`config.mk`:
```
export PLATFORM = sky130hd
export DESIGN_NAME = uart_tx_arbiter
export DESIGN_NICKNAME = d
export VERILOG_FILES = /design/src/rtl/uart_arb_pkg.sv /design/src/rtl/uart_tx_arbiter_rr_picker.sv /design/src/rtl/uart_tx_arbiter.sv
export SDC_FILE = /design/constraint.sdc
export NUM_CORES = 1
export LEC_CHECK = 0
export ABC_AREA = 1
export CORE_AREA = 8 8 92 103
export DETAILED_ROUTE_END_ITERATION = 7
export DIE_AREA = 0 0 100 111
export SLEW_MARGIN = 20
export SYNTH_ARGS = -nofsm -noshare
export SYNTH_HDL_FRONTEND = slang
export SYNTH_SLANG_ARGS = --single-unit
```
`constraint.sdc`:
```
create_clock -name clk -period 3.25 [get_ports clk]
set_input_delay 0.975 -clock clk [delete_from_list [all_inputs] [get_ports clk]]
set_output_delay 0.975 -clock clk [all_outputs]
set_load 0.05 [all_outputs]
```
`src/rtl/uart_arb_pkg.sv`:
```
// ---------------------------------------------------------------------------
// uart_arb_pkg
// Shared types and constants for the UART TX frame arbiter.
//   arb_state_t : arbiter FSM states (ST_HEADER only exists when the
//                 UART_ARB_HEADER_EN macro is defined)
//   HDR_NIBBLE  : upper nibble of the channel-ID header byte
//   clog2_safe  : ceil(log2(n)) clamped to at least 1, for index widths
// ---------------------------------------------------------------------------
package uart_arb_pkg;

`ifdef UART_ARB_HEADER_EN
  typedef enum logic [1:0] {
    ST_IDLE   = 2'd0,
    ST_HEADER = 2'd1,
    ST_STREAM = 2'd2
  } arb_state_t;
`else
  typedef enum logic [1:0] {
    ST_IDLE   = 2'd0,
    ST_STREAM = 2'd2
  } arb_state_t;
`endif

  localparam logic [3:0] HDR_NIBBLE = 4'hA;

  function automatic int unsigned clog2_safe(input int unsigned n);
    return (n <= 2) ? 1 : $clog2(n);
  endfunction

endpackage

```
`src/rtl/uart_tx_arbiter_rr_picker.sv`:
```
// ---------------------------------------------------------------------------
// rr_picker
// Combinational round-robin selector: picks the first set bit of req at or
// after ptr, wrapping modulo N_CH.
//   req    : request vector
//   ptr    : search start position (0..N_CH-1)
//   onehot : one-hot selection, zero when nothing requests
//   idx    : binary index of the selection
//   any    : at least one request is set
// ---------------------------------------------------------------------------
module rr_picker
  import uart_arb_pkg::*;
#(
  parameter int unsigned N_CH = 4,
  localparam int unsigned PW  = clog2_safe(N_CH)
) (
  input  logic [N_CH-1:0] req,
  input  logic [PW-1:0]   ptr,
  output logic [N_CH-1:0] onehot,
  output logic [PW-1:0]   idx,
  output logic            any
);

  always_comb begin
    logic [PW-1:0] cand;
    onehot = '0;
    idx    = '0;
    any    = 1'b0;
    cand   = '0;
    for (int unsigned k = 0; k < N_CH; k++) begin
      cand = PW'((32'(ptr) + k) % N_CH);
      if (!any && req[cand]) begin
        any          = 1'b1;
        onehot[cand] = 1'b1;
        idx          = cand;
      end
    end
  end

endmodule

```
`src/rtl/uart_tx_arbiter.sv`:
```
// ---------------------------------------------------------------------------
// uart_tx_arbiter
// Frame-level round-robin arbiter sharing one UART transmitter between N_CH
// byte-stream channels. One channel is granted for a whole frame (until a
// byte with ch_last is accepted). A watchdog aborts a granted frame after
// TIMEOUT_CYC consecutive stream cycles without an accepted byte.
// Build option: define UART_ARB_HEADER_EN to prefix every frame with the
// header byte {4'hA, channel[3:0]}.
// Ports:
//   clk, reset   : clock, synchronous active-high reset
//   ch_req       : per-channel frame pending (level)
//   ch_data      : packed bytes, channel i on [8i+7:8i]
//   ch_valid     : per-channel byte valid
//   ch_last      : byte is the final byte of its frame
//   ch_ready     : one-hot byte accept, combinational from tx_ready
//   ch_grant     : registered one-hot grant, zero when idle
//   tx_data      : byte to the UART
//   tx_valid     : tx_data valid, transfers when tx_ready is high
//   tx_ready     : UART can accept a byte
//   timeout_err  : one-cycle pulse on watchdog abort
//   busy         : arbiter not idle or a byte is still pending
// ---------------------------------------------------------------------------
module uart_tx_arbiter
  import uart_arb_pkg::*;
#(
  parameter int unsigned N_CH        = 4,
  parameter int unsigned TIMEOUT_CYC = 1024
) (
  input  logic              clk,
  input  logic              reset,
  input  logic [N_CH-1:0]   ch_req,
  input  logic [N_CH*8-1:0] ch_data,
  input  logic [N_CH-1:0]   ch_valid,
  input  logic [N_CH-1:0]   ch_last,
  output logic [N_CH-1:0]   ch_ready,
  output logic [N_CH-1:0]   ch_grant,
  output logic [7:0]        tx_data,
  output logic              tx_valid,
  input  logic              tx_ready,
  output logic              timeout_err,
  output logic              busy
);

  localparam int unsigned PW = clog2_safe(N_CH);
  localparam int unsigned WW = clog2_safe(TIMEOUT_CYC);

  arb_state_t        state_q, state_d;
  logic [N_CH-1:0]   grant_q, grant_d;
  logic [PW-1:0]     gidx_q, gidx_d;
  logic [PW-1:0]     rr_ptr_q, rr_ptr_d;
  logic [7:0]        tx_data_q, tx_data_d;
  logic              tx_valid_q, tx_valid_d;
  logic [WW-1:0]     wd_q, wd_d;
  logic              tout_q, tout_d;

  logic [N_CH-1:0]   pick_oh;
  logic [PW-1:0]     pick_idx;
  logic              pick_any;

  logic              out_free;
  logic              in_stream;
  logic              accept;
  logic              cur_valid;
  logic              cur_last;
  logic [7:0]        cur_byte;
  logic [PW-1:0]     next_ptr;

  rr_picker #(.N_CH(N_CH)) u_pick (
    .req    (ch_req),
    .ptr    (rr_ptr_q),
    .onehot (pick_oh),
    .idx    (pick_idx),
    .any    (pick_any)
  );

  // Output register can take a new byte when empty or draining this cycle.
  assign out_free  = !tx_valid_q || tx_ready;
  assign in_stream = (state_q == ST_STREAM);

  // Grant is one-hot, so AND-OR muxing selects the granted channel.
  always_comb begin
    cur_byte = '0;
    for (int unsigned i = 0; i < N_CH; i++) begin
      if (grant_q[i]) cur_byte = ch_data[i*8 +: 8];
    end
  end
  assign cur_valid = |(ch_valid & grant_q);
  assign cur_last  = |(ch_last & grant_q);
  assign accept    = in_stream && out_free && cur_valid;
  assign ch_ready  = (in_stream && out_free) ? grant_q : '0;
  assign next_ptr  = (gidx_q == PW'(N_CH - 1)) ? '0 : gidx_q + 1'b1;

  always_comb begin
    state_d    = state_q;
    grant_d    = grant_q;
    gidx_d     = gidx_q;
    rr_ptr_d   = rr_ptr_q;
    tx_data_d  = tx_data_q;
    tx_valid_d = tx_valid_q;
    wd_d       = '0;
    tout_d     = 1'b0;

    if (tx_valid_q && tx_ready) tx_valid_d = 1'b0;

    unique case (state_q)
      ST_IDLE: begin
        if (pick_any) begin
          grant_d = pick_oh;
          gidx_d  = pick_idx;
`ifdef UART_ARB_HEADER_EN
          state_d = ST_HEADER;
`else
          state_d = ST_STREAM;
`endif
        end
      end
`ifdef UART_ARB_HEADER_EN
      ST_HEADER: begin
        if (out_free) begin
          tx_data_d  = {HDR_NIBBLE, 4'(gidx_q)};
          tx_valid_d = 1'b1;
          state_d    = ST_STREAM;
        end
      end
`endif
      ST_STREAM: begin
        if (accept) begin
          tx_data_d  = cur_byte;
          tx_valid_d = 1'b1;
          if (cur_last) begin
            grant_d  = '0;
            rr_ptr_d = next_ptr;
            state_d  = ST_IDLE;
          end
        end else if (wd_q == WW'(TIMEOUT_CYC - 1)) begin
          // Abort: any byte already in tx_data still drains normally.
          tout_d   = 1'b1;
          grant_d  = '0;
          rr_ptr_d = next_ptr;
          state_d  = ST_IDLE;
        end else begin
          wd_d = wd_q + 1'b1;
        end
      end
      default: state_d = ST_IDLE;
    endcase
  end

  always_ff @(posedge clk) begin
    if (reset) begin
      state_q    <= ST_IDLE;
      grant_q    <= '0;
      gidx_q     <= '0;
      rr_ptr_q   <= '0;
      tx_data_q  <= '0;
      tx_valid_q <= 1'b0;
      wd_q       <= '0;
      tout_q     <= 1'b0;
    end else begin
      state_q    <= state_d;
      grant_q    <= grant_d;
      gidx_q     <= gidx_d;
      rr_ptr_q   <= rr_ptr_d;
      tx_data_q  <= tx_data_d;
      tx_valid_q <= tx_valid_d;
      wd_q       <= wd_d;
      tout_q     <= tout_d;
    end
  end

  assign ch_grant    = grant_q;
  assign tx_data     = tx_data_q;
  assign tx_valid    = tx_valid_q;
  assign timeout_err = tout_q;
  assign busy        = (state_q != ST_IDLE) || tx_valid_q;

endmodule

```
==> flow_metrics.py <==
metrics = {
    "routing": {
        "wire_per_inst_um": 12.2,
        "antenna_left": 0,
        "first_pass_iters": 4,
        "vias": 2023,
        "dr.first_iter.drc_count": 85,
        "drc_errors": 0,
        "vias_per_cell": 4.47,
        "totalWireLength_mm": 5.51,
    },
    "timing": {
        "max_slew_margin_pct": 63.8,
        "max_freq_mhz": 317,
        "tightest_slew_ps": 542,
        "finalMaxSlewViolations": 0,
        "skew_ps": 3.39,
        "setup_tns_ps": 0,
        "rsz0062_at_grt": "no",
        "hold_violations": 0,
        "post-route-min-period_ps": 3150,
        "post-route-period-util_pct": 97.0,
        "setup_violations": 0,
    },
    "cts": {
        "root_buffer": "clkbuf_8",
        "clock_path_buffers": 2,
        "cts_tree": "done",
        "post-cts-setup-buffers": 0,
        "clock_sinks": 29,
        "cts_resized": 0,
        "ctsHtreeMaxLevel": 2,
        "insertion_delay_ps": 270,
        "clkTransAtPathRegs_ps": 60,
        "cts_hold_buf": 0,
        "numCtsBuffers": 5,
    },
    "worst_setup_path": {
        "crit_chain": "clkdlybuf4s50_1 -> nor2_1 -> nor2_1 -> inv_1 -> nor2_1 -> buf_12",
        "arrival_ps": 2180,
        "crit_top_cell": "nor2_1",
        "slowest_delay_ps": 460,
        "end_kind": "output port",
        "r2r_start": "rr_ptr_q[0]$_SDFFE_PP0P_",
        "r2r-end": "gidx_q[1]$_SDFFE_PP0P_",
        "cp_max_fo": 4,
        "r2r_cells": 11,
        "crit_type": "primary input to output port",
        "critPathSlowestCell": "clkdlybuf4s50_1",
        "worstPathRequired_ps": 2270,
        "start_kind": "primary input",
        "reg2reg_slack_ps": 910,
    },
    "layout": {
        "regArea_um2": 581,
        "final_common_cell": "nand2_1",
        "syn_to_final_growth_pct": 48.9,
        "fill_cells": 826,
        "drive_gt1_share_pct": 9.86,
        "final_cell_area_um2": 2810,
        "n_antenna_cell": 0,
        "multi_input_area_um2": 1170,
        "finalNetCount": 401,
        "final_cell_mix": "nand2_1, clkdlybuf4s50_1, dfxtp_1, nor2_1, nand3_1",
    },
    "floorplanning": {
        "pin_count": 66,
        "die_area_um2": 11100,
        "die_w_um": 100,
        "rows": 34,
        "die_h_um": 111,
        "start_util_pct": 24.3,
        "core_um2": 7740,
    },
    "grt": {
        "grt_pass1_wl_mm": 9.06,
        "grt_pass1_vias": 1903,
        "grt.total_usage_pct": 9.90,
        "grt_max_degree": 20,
        "grt_overflow": 0,
        "antenna_found_initial": 0,
    },
    "synthesis": {
        "synth_flop_cell": "dfxtp_1",
        "async_reset_ff_share_pct": 0,
        "syn_inst": 276,
        "syn-cell-area_um2": 1880,
        "ys_warn_count": 0,
        "syn_avg_cell_area_um2": 6.83,
        "syn_nets": 333,
        "yosysUniqueCellTypes": 36,
        "ys_seq_elements": 29,
        "synth-edff-count": 0,
        "synth-seq-area-share_pct": 30.8,
    },
    "place": {
        "dpl_cell_area_um2": 2690,
        "hpwl_mm": 4.34,
        "gp_congestion": 0.762,
        "port-buffer-count": 65,
    },
    "outcome": {
        "status": "complete, no violations",
    },
    "pwr": {
        "p_leak_nw": 1.08,
        "p_per_area_nw_per_um2": 354,
        "ir_worst_vdd_mv": 0.188,
    },
    "worst_hold_path": {
        "hold_depth": 1,
        "min_to": "wd_q[0]$_SDFF_PP0_",
        "hp-start": "wd_q[0]$_SDFF_PP0_",
        "worstHoldPathType": "flop to flop",
    },
    "job": {
        "max-cap-violations": 0,
    },
}
==> critical path, delay by kind of cell <==
family        cells  cell delay [ps]
buf+inv           3              750
simple gates      3              450
==> per-layer routing <==
layer	share of wire (%)	GRT usage [%]	vias up	routed length (µm)
met4	1.5	3.64	0	81
li1	-	-	1056	-
met1	43	11.3	915	2380
met5	0	0	-	0
met2	49	17.3	46	2720
met3	5.9	2.26	6	326
==> cell families after synthesis <==
kind of cell	count (synthesis)	share of synthesized area [%]
buffers and inverters	32	7.24
AOI/OAI and AO/OA	54	17.3
DFF	29	30.8
adders and majority gates	10	6.64
xor gates and xnor gates	4	1.86
and+or+nand+nor	147	36.1
==> cell usage after synthesis (all sizes together) (3+ instances only) <==
library cell	count	area, µm²
nand3	26	153
nand2	81	337
nor2	27	109
a22oi	7	52.6
a21boi	4	30.0
inv	23	86.3
o21ai	18	93.8
xor2	3	26.3
dfxtp	29	581
a31oi	8	50.1
nand4	6	37.5
a21oi	14	77.6
buf	6	38.8
ha	10	125
==> stage by stage <==
stage / power, mW / setup slack, ps / hold WS [ps] / utilization [%] / instances
6_report: 0.994 / 97.5 / 450 / 36.2 / 453
2_1_floorplan: 0.519 / 382 / 418 / - / 276
5_1_grt: 1.05 / 8.04 / 478 / 36.2 / 453
3_5_place_dp: 0.627 / 90.1 / 441 / 34.7 / 445
4_1_cts: 1.01 / 81.7 / 455 / 36.2 / 453
3_3_place_gp: 0.626 / 96.6 / 433 / 34.7 / 445
==> registers in the layout, summed over array words and instances (netlist names) <==
register     cells
ch_grant         4
gidx_q           2
rr_ptr_q         2
state_q          1
timeout_err      1
tx_data          8
tx_valid         1
wd_q            10
==> how the worst max path moves through the flow <==
stage                   to  slack, ps      from
2_1_floorplan  ch_ready[0]        380  tx_ready
3_5_place_dp   ch_ready[2]         90  tx_ready
5_1_grt        ch_ready[3]          8  tx_ready
4_1_cts        ch_ready[2]         80  tx_ready
6_report       ch_ready[2]        100  tx_ready
3_3_place_gp   ch_ready[0]        100  tx_ready
==> area by class of cell <==
class / instances / area share (%)
multi-input combinational: 215 / 41.6
timing repair buffer: 68 / 25.4
sequential: 29 / 20.7
tap: 108 / 4.81
inverter: 25 / 3.34
clock buffer: 7 / 3.08
clock inverter: 1 / 1.07
==> report_power, final <==
group / internal (mW) / total [mW] / switching (mW)
combinational: 0.106 / 0.237 / 0.131
clock: 0.249 / 0.376 / 0.127
sequential: 0.370 / 0.381 / 0.0112
No activity file was read; power rests on OpenSTA's default activity.
